**src/rtl/load_store_unit_pkg.sv**
```systemverilog
// Shared ISA op codes, LSU state/size types and the op decode helpers used by
// the load/store unit and its load extender.
package load_store_unit_pkg;

    localparam logic [7:0] ALU_OPERATIONS_LB  = 8'h30;
    localparam logic [7:0] ALU_OPERATIONS_LH  = 8'h31;
    localparam logic [7:0] ALU_OPERATIONS_LW  = 8'h32;
    localparam logic [7:0] ALU_OPERATIONS_LBU = 8'h33;
    localparam logic [7:0] ALU_OPERATIONS_LHU = 8'h34;
    localparam logic [7:0] ALU_OPERATIONS_SB  = 8'h38;
    localparam logic [7:0] ALU_OPERATIONS_SH  = 8'h39;
    localparam logic [7:0] ALU_OPERATIONS_SW  = 8'h3A;

    typedef enum logic [1:0] {
        ST_IDLE = 2'd0,
        ST_REQ  = 2'd1,
        ST_WAIT = 2'd2,
        ST_RESP = 2'd3
    } lsu_state_t;

    // SIZE_NONE marks an op code that is not a memory access at all.
    typedef enum logic [1:0] {
        SIZE_NONE = 2'd0,
        SIZE_BYTE = 2'd1,
        SIZE_HALF = 2'd2,
        SIZE_WORD = 2'd3
    } mem_size_t;

    typedef struct packed {
        mem_size_t size;
        logic      is_store;
        logic      is_unsigned;
    } op_decode_t;

    function automatic op_decode_t decode_op(input logic [7:0] op);
        op_decode_t d;
        d = '{size: SIZE_NONE, is_store: 1'b0, is_unsigned: 1'b0};
        case (op)
            ALU_OPERATIONS_LB:  d.size = SIZE_BYTE;
            ALU_OPERATIONS_LH:  d.size = SIZE_HALF;
            ALU_OPERATIONS_LW:  d.size = SIZE_WORD;
            ALU_OPERATIONS_LBU: begin d.size = SIZE_BYTE; d.is_unsigned = 1'b1; end
            ALU_OPERATIONS_LHU: begin d.size = SIZE_HALF; d.is_unsigned = 1'b1; end
            ALU_OPERATIONS_SB:  begin d.size = SIZE_BYTE; d.is_store = 1'b1; end
            ALU_OPERATIONS_SH:  begin d.size = SIZE_HALF; d.is_store = 1'b1; end
            ALU_OPERATIONS_SW:  begin d.size = SIZE_WORD; d.is_store = 1'b1; end
            default: ;
        endcase
        return d;
    endfunction

    function automatic logic is_misaligned(input mem_size_t size, input logic [1:0] off);
        logic mis;
        case (size)
            SIZE_HALF: mis = off[0];
            SIZE_WORD: mis = (off != 2'b00);
            default:   mis = 1'b0;
        endcase
        return mis;
    endfunction

    // Loads always fetch the full word; lane selection happens on return.
    function automatic logic [3:0] byte_enables(input op_decode_t d, input logic [1:0] off);
        logic [3:0] be;
        be = 4'b1111;
        if (d.is_store) begin
            case (d.size)
                SIZE_BYTE: be = 4'b0001 << off;
                SIZE_HALF: be = 4'b0011 << off;
                default:   be = 4'b1111;
            endcase
        end
        return be;
    endfunction

    function automatic logic [31:0] lane_replicate(input mem_size_t size, input logic [31:0] data);
        logic [31:0] w;
        case (size)
            SIZE_BYTE: w = {4{data[7:0]}};
            SIZE_HALF: w = {2{data[15:0]}};
            default:   w = data;
        endcase
        return w;
    endfunction

endpackage

```
**src/rtl/load_extender.sv**
```systemverilog
// Picks the addressed byte/half lane out of a returned memory word and
// sign- or zero-extends it to 32 bits.
module load_extender
    import load_store_unit_pkg::*;
(
    input  logic [31:0] rdata,
    input  logic [1:0]  byte_off,
    input  mem_size_t   size,
    input  logic        is_unsigned,
    output logic [31:0] data
);

    logic [7:0]  byte_lane;
    logic [15:0] half_lane;

    always_comb begin
        byte_lane = rdata[{byte_off, 3'b000} +: 8];
        half_lane = byte_off[1] ? rdata[31:16] : rdata[15:0];
        case (size)
            SIZE_BYTE: data = {{24{byte_lane[7] & ~is_unsigned}}, byte_lane};
            SIZE_HALF: data = {{16{half_lane[15] & ~is_unsigned}}, half_lane};
            SIZE_WORD: data = rdata;
            default:   data = '0;
        endcase
    end

endmodule

```
**src/rtl/load_store_unit.sv**
```systemverilog
// Single-outstanding load/store unit: accepts one op from execute, runs the
// memory request/response handshake and returns an extended load value.
module load_store_unit
    import load_store_unit_pkg::*;
(
    input  logic        clk,
    input  logic        rst_n,
    input  logic        req_valid,
    output logic        req_ready,
    input  logic [7:0]  alu_operation,
    input  logic [31:0] addr,
    input  logic [31:0] store_data,
    output logic        mem_req,
    output logic        mem_we,
    output logic [31:0] mem_addr,
    output logic [3:0]  mem_be,
    output logic [31:0] mem_wdata,
    input  logic        mem_gnt,
    input  logic        mem_rvalid,
    input  logic [31:0] mem_rdata,
    output logic        resp_valid,
    input  logic        resp_ready,
    output logic [31:0] resp_data,
    output logic        resp_misaligned,
    output lsu_state_t  dbg_state
);

    // Handshakes: a transfer happens on a rising edge where valid and ready
    // (or mem_req and mem_gnt) are both high; the offering side holds its
    // payload stable until then.

    lsu_state_t  state_q, state_d;
    op_decode_t  op_q, op_in;
    logic [31:0] addr_q, wdata_q, resp_data_q, load_value;
    logic [3:0]  be_q;
    logic        resp_mis_q, mis_in, accept, capture;

    assign op_in   = decode_op(alu_operation);
    assign mis_in  = is_misaligned(op_in.size, addr[1:0]);
    assign accept  = (state_q == ST_IDLE) && req_valid;
    assign capture = (state_q == ST_WAIT) && mem_rvalid;

    load_extender u_load_extender (
        .rdata       (mem_rdata),
        .byte_off    (addr_q[1:0]),
        .size        (op_q.size),
        .is_unsigned (op_q.is_unsigned),
        .data        (load_value)
    );

    always_ff @(posedge clk or posedge rst_n) begin
        if (rst_n) state_q <= ST_IDLE;
        else       state_q <= state_d;
    end

    always_ff @(posedge clk or posedge rst_n) begin
        if (rst_n) begin
            op_q        <= '0;
            addr_q      <= '0;
            be_q        <= '0;
            wdata_q     <= '0;
            resp_data_q <= '0;
            resp_mis_q  <= 1'b0;
        end else if (accept) begin
            op_q        <= op_in;
            addr_q      <= addr;
            be_q        <= byte_enables(op_in, addr[1:0]);
            wdata_q     <= lane_replicate(op_in.size, store_data);
            resp_data_q <= '0;
            resp_mis_q  <= mis_in;
        end else if (capture) begin
            resp_data_q <= load_value;
        end
    end

    always_comb begin
        state_d    = state_q;
        req_ready  = 1'b0;
        mem_req    = 1'b0;
        mem_we     = 1'b0;
        mem_addr   = '0;
        mem_be     = '0;
        mem_wdata  = '0;
        resp_valid = 1'b0;
        case (state_q)
            ST_IDLE: begin
                req_ready = 1'b1;
                // Non-memory and misaligned ops skip the bus entirely.
                if (req_valid)
                    state_d = (op_in.size == SIZE_NONE || mis_in) ? ST_RESP : ST_REQ;
            end
            ST_REQ: begin
                mem_req   = 1'b1;
                mem_we    = op_q.is_store;
                mem_addr  = {addr_q[31:2], 2'b00};
                mem_be    = be_q;
                mem_wdata = wdata_q;
                if (mem_gnt) state_d = op_q.is_store ? ST_RESP : ST_WAIT;
            end
            ST_WAIT: begin
                if (mem_rvalid) state_d = ST_RESP;
            end
            ST_RESP: begin
                resp_valid = 1'b1;
                if (resp_ready) state_d = ST_IDLE;
            end
            default: state_d = ST_IDLE;
        endcase
    end

    assign resp_data       = resp_data_q;
    assign resp_misaligned = resp_mis_q;
    assign dbg_state       = state_q;

endmodule

```
**config.mk**
```make
export PLATFORM = sky130hd
export DESIGN_NAME = load_store_unit
export DESIGN_NICKNAME = d
export VERILOG_FILES = /design/src/rtl/load_store_unit_pkg.sv /design/src/rtl/load_extender.sv /design/src/rtl/load_store_unit.sv
export SDC_FILE = /design/constraint.sdc
export NUM_CORES = 1
export LEC_CHECK = 0
export ABC_CLOCK_PERIOD_IN_PS = 5200
export CAP_MARGIN = 20
export CORE_ASPECT_RATIO = 0.9
export CORE_MARGIN = 4
export CORE_UTILIZATION = 30
export CTS_CLUSTER_SIZE = 30
export DETAILED_ROUTE_END_ITERATION = 10
export GPL_ROUTABILITY_DRIVEN = 0
export SLEW_MARGIN = 25
export SYNTH_ARGS = -nofsm -noshare
export SYNTH_HDL_FRONTEND = slang
export SYNTH_SLANG_ARGS = --single-unit
export TNS_END_PERCENT = 1
```
**constraint.sdc**
```tcl
create_clock -name clk -period 5.2 [get_ports clk]
set_clock_uncertainty 0.05 [all_clocks]
set_input_delay 1.56 -clock clk [delete_from_list [all_inputs] [get_ports clk]]
set_output_delay 1.56 -clock clk [all_outputs]
set_load 0.005 [all_outputs]
```
# [Yosys cells after proc, flatten, opt, wreduce, memory -nomap -nowiden]
# Index checks and enable logic that the tools add are counted.
[totals] ff_bits=107 latchBits=0 ramBits=0 mem_bits_ro=0 inputBits=110 word_cells=74 memories=0
[classes] addsub=0 n_mul=0 div_mod_pow=0 n_lt_le_gt_ge=0 eq_ne=21 n_shift=3 mux=25 n_bitwise=3 n_reduce_logical=13
[ops] operator="$mux W32" count=4
[ops] operator="$pmux W32 S3" count=1
[ops] operator="$eq A8 B6 Y1 const B" count=8
[ops] operator="$pmux W32 S2" count=1
[ops] operator="$shiftx A32 B6 Y8" count=1
[ops] operator="$mux W16" count=1
[ops] operator="$eq A2 B2 Y1 const B" count=6
[ops] operator="$mux W2" count=5
[ops] operator="$reduce_or A3 Y1" count=3
[ops] operator="$mux W4" count=2
[ops] operator="$ne A2 B2 Y1 const B" count=4
[ops] operator="$pmux W2 S4" count=1
[ops] operator="$pmux W4 S2" count=1
[ops] operator="$mux W1" count=7
[ops] operator="$eq A2 B1 Y1 const B" count=3
[ops] operator="$pmux W2 S3" count=1
[ops] operator="$logic_not A2 Y1" count=2
[ops] operator="$reduce_and A4 Y1" count=1
[ops] operator="$reduce_bool A2 Y1" count=2
[ops] operator="$reduce_or A2 Y1" count=2
[ops] operator="$shl A1 B2 Y4 const A" count=1
[ops] operator="$shl A2 B2 Y4 const A" count=1
[ops] operator="$and A1 B1 Y1" count=2
[ops] operator="$logic_and A1 B1 Y1" count=2
[ops] operator="3 further kinds" count=3

# [Longest topological paths before layout]
[logic_depth] word_depth=9 ltp_mapped=9

# [Hierarchy]
# From an unflattened synthesis, not the netlist that was laid out.
[unflattened] cells_unflattened=613 hier_area_um2=5664.2
[by_module_without_submodules] mod="load_store_unit" instances=1 cells_each=517 area_per_inst_um2=4951.0
[by_module_without_submodules] mod="load_extender" instances=1 cells_each=96 area_per_inst_um2=713.2

# [Worst setup path after synthesis]
# No wires, ideal clock.
[synth_path] path_kind="input port to flip-flop" startpoint="in alu_operation[3]" endpoint="reg wdata_q[17]" setup_time_ps=126 arrival_ps=3235 setup_slack_ps=1790 cell_stages=8 path_buffers=2 cell_sequence="or3_1 > a211o_1 > inv_1 > ha_1 > clkbuf_1 > clkbuf_1 > nor3b_1 > a221o_1"
[synth_rtl] item="from (decl)" line_no="load_store_unit.sv:10" rtl="input logic [7:0] alu_operation,"
[synth_rtl] item="to (signal assigned)" line_no="load_store_unit.sv:68" rtl="wdata_q <= lane_replicate(op_in.size, store_data);"
[synth_rtl] item="to (decl)" line_no="load_store_unit.sv:34" rtl="logic [31:0] addr_q, wdata_q, resp_data_q, load_value;"

# [Worst setup path after layout]
[layout_path] startpoint="reg state_q[1] (netlist: dbg_state[1])" endpoint="out mem_we"
[layout_between] elab_chain_len=2
[layout_lines] item="from (decl)" line_no="load_store_unit.sv:32" rtl="lsu_state_t state_q, state_d;"
[layout_lines] item="from (signal assigned)" line_no="load_store_unit.sv:53" rtl="else state_q <= state_d;"
[layout_lines] item="$eq A2 B1 Y1" line_no="load_store_unit.sv:85" rtl="case (state_q)"
[layout_lines] item="$mux W1" line_no="load_store_unit.sv:85"
[layout_lines] item="to (decl)" line_no="load_store_unit.sv:14" rtl="output logic mem_we,"
# No other way between the ends.

==> impl_metrics.py <==
metrics = {
    "setup_path": {
        "slowest_delay_ns": 0.58,
        "worst_r2r_path_depth": 5,
        "cp_cell_sequence": "inv_1 -> ha_4 -> and2_1 -> clkdlybuf4s50_1",
        "r2r_start": "dbg_state[0]$_DFFE_PP0P_",
        "cp-end-kind": "output port",
        "cp_slowest_cell": "clkdlybuf4s50_1",
        "path_max_fanout": 69,
        "r2r-end": "wdata_q[21]$_DFFE_PP0P_",
        "required_ns": 3.59,
        "cp.arrival_ns": 2.27,
        "reg2reg_setup_slack_ns": 2.77,
        "crit_type": "reg2out",
        "start_kind": "flop",
    },
    "finish": {
        "nNetsFinal": 903,
        "drive_gt1_frac": 0.0556,
        "syn_to_final_growth_pct": 48.8,
        "mostFrequentLayoutCells": "clkdlybuf4s50_1, nand2_1, dfrtp_1",
        "finalInstanceArea_mm2": 0.00822,
        "layout_commonest_cell": "clkdlybuf4s50_1",
        "fin_cells": 1032,
        "final_util": 0.461,
    },
    "synth": {
        "synth-compound-area-share": 0.160,
        "synth_top_area_share": 0.485,
        "synth_edf_count": 0,
        "synth_xor_area_frac": 0.00159,
        "synth_ff_type": "dfrtp_1",
        "synth-simple-area-share": 0.261,
        "synth_area_leaders": "dfrtp_1, nand2_1, and2_1, a221o_1, mux2i_1",
        "synth_top_family_by_area": "simple AND/OR/NAND/NOR gates",
        "synth_top_area_cell": "dfrtp_1",
        "async_reset_ff_frac": 1.00,
        "seq_area_frac_synth": 0.485,
        "ys_ff_latch": 107,
        "netlist_area_mm2": 0.00552,
        "ys_types": 54,
        "synth_cells": 594,
        "synth_fa_ha_area_frac": 0.0159,
        "synth.mux.area_fraction": 0.0351,
        "avgSynthCellArea_um2": 9.30,
        "synth_warnings": 0,
    },
    "clocking": {
        "numClockSinks": 107,
        "numCtsBuffers": 9,
        "cts_tree": "done",
        "cts_buffer_depth": 2,
        "worstSkewPairLatency_ns": 0.35,
        "h-tree-depth": 3,
        "cts_setup_buffers": 0,
        "cts.clk_slew.worst_paths_ns": 0.07,
        "cts-hold-fix-buffers": 0,
        "root_buffer": "clkbuf_16",
        "post_cts_resized": 0,
    },
    "global_route": {
        "grt_use_total": 0.171,
        "grt_max_degree": 75,
        "grt_pass1_wl_um": 27800,
        "grt_pass1_vias": 5129,
        "overflow": 0,
        "antenna_found_initial": 0,
    },
    "hold_path": {
        "hold_class": "reg2reg",
        "holdPathStages": 2,
        "whs_endpoint": "addr_q[10]$_DFFE_PP0P_",
        "hp-start": "addr_q[10]$_DFFE_PP0P_",
    },
    "die": {
        "die_area_mm2": 0.0207,
        "dieWidth_um": 151,
        "die_h_um": 137,
        "core_area_mm2": 0.0178,
        "initial_core_util": 0.310,
        "io_pins": 217,
        "rows": 46,
    },
    "power_and_ir_drop": {
        "p_per_area_mw_per_mm2": 423,
        "peakVddDrop_mv": 0.212,
        "leakagePower_nw": 3.70,
        "total_power_mw": 3.47,
    },
    "sta": {
        "min_period_ns": 3.88,
        "fmax_ghz": 0.257,
        "fin_tns_setup_ns": 0,
        "fin_ws_ns": 1.32,
        "drv_slew": 0,
        "rsz0062_at_grt": "false",
        "finalHoldViolations": 0,
        "slew_headroom": 0.410,
        "finalCritPeriodShare": 0.747,
        "holdWs_ns": 0.416,
        "worst_pin_slew_ns": 0.885,
        "finalSetupViolCount": 0,
    },
    "placement": {
        "dp.cells": 1015,
        "post_dp_cell_area_mm2": 0.00783,
        "hpwl_um": 13200,
        "post-place-ws_ns": 1.01,
        "io_buffers": 214,
    },
    "routing": {
        "wl_per_cell_um": 17.4,
        "viasPerCell": 4.75,
        "num_vias": 4907,
        "drc_errors": 0,
        "ant_nets": 0,
        "wl_um": 18000,
        "firstDrtPassIters": 5,
        "drt_iter0_markers": 283,
    },
    "run": {
        "maxCapViolCount": 0,
    },
    "run_status": {
        "status": "finished clean",
    },
}
## area by class of cell
cell class	count	area [µm²]
flip-flops and latches	107	2680
inverters	10	40.0
repair buffers	220	2190
clock buffers	10	239
diodes	1	2.50
clock inverters	6	134
multi-input cells	438	2640
well taps	240	300
fillers	1712	9620
## synthesized netlist by cell type, drive strengths merged (10+ instances only)
cell type and n:
o21ai 14, buf 13, nand2 155, clkbuf 27
dfrtp 107, a21oi 31, nor2 30, inv 10
a221o 25, mux2i 16, and2 69, nand2b 22
## kinds of logic after synthesis
group	after synthesis
DFF	107
xor gates and xnor gates	1
buffers and inverters	50
muxes	19
other	1
and+or+nand+nor	297
AOI/OAI and AO/OA	112
adders and majority gates	7
## metal layers
layer | GRT usage | part of all wire | wire length, µm
met4 | 0.0639 | 0.023 | 405
met1 | 0.222 | 0.44 | 7910
met3 | 0.0358 | 0.049 | 877
met5 | 0 | 0 | 0
met2 | 0.281 | 0.49 | 8780
## registers in the layout, indices dropped and copies added, names as in the netlist
| name | count |
|---|---|
| addr_q | 32 |
| resp_data | 32 |
| wdata_q | 32 |
| be_q | 4 |
| op_q | 4 |
| dbg_state | 2 |
| resp_misaligned | 1 |
## critical path: cells and delay by family (launching register included)
kind	cells	cell delay, ns
flip-flops	1	0.44
AND/OR/NAND/NOR	1	0.24
buffers and inverters	2	0.73
adder cells (fa/ha/maj)	1	0.51
## power breakdown
part	switching (mW)	internal (mW)	total (mW)
Combinational	0.655	0.729	1.38
Clock	0.313	0.534	0.847
Sequential	0.160	1.08	1.24
## how the worst max path moves through the flow
stage | startpoint | depth (start not counted) | to
global placement | alu_operation[1] | 7 | wdata_q[20]$_DFFE_PP0P_
global route | dbg_state[1]$_DFFE_PP0P_ | 4 | mem_we
floorplan | rst_n | 1 | addr_q[0]$_DFFE_PP0P_
finish | dbg_state[1]$_DFFE_PP0P_ | 4 | mem_we
CTS | dbg_state[1]$_DFFE_PP0P_ | 4 | mem_we
detailed placement | alu_operation[1] | 8 | dbg_state[1]$_DFFE_PP0P_
No activity file was read; power rests on OpenSTA's default activity.
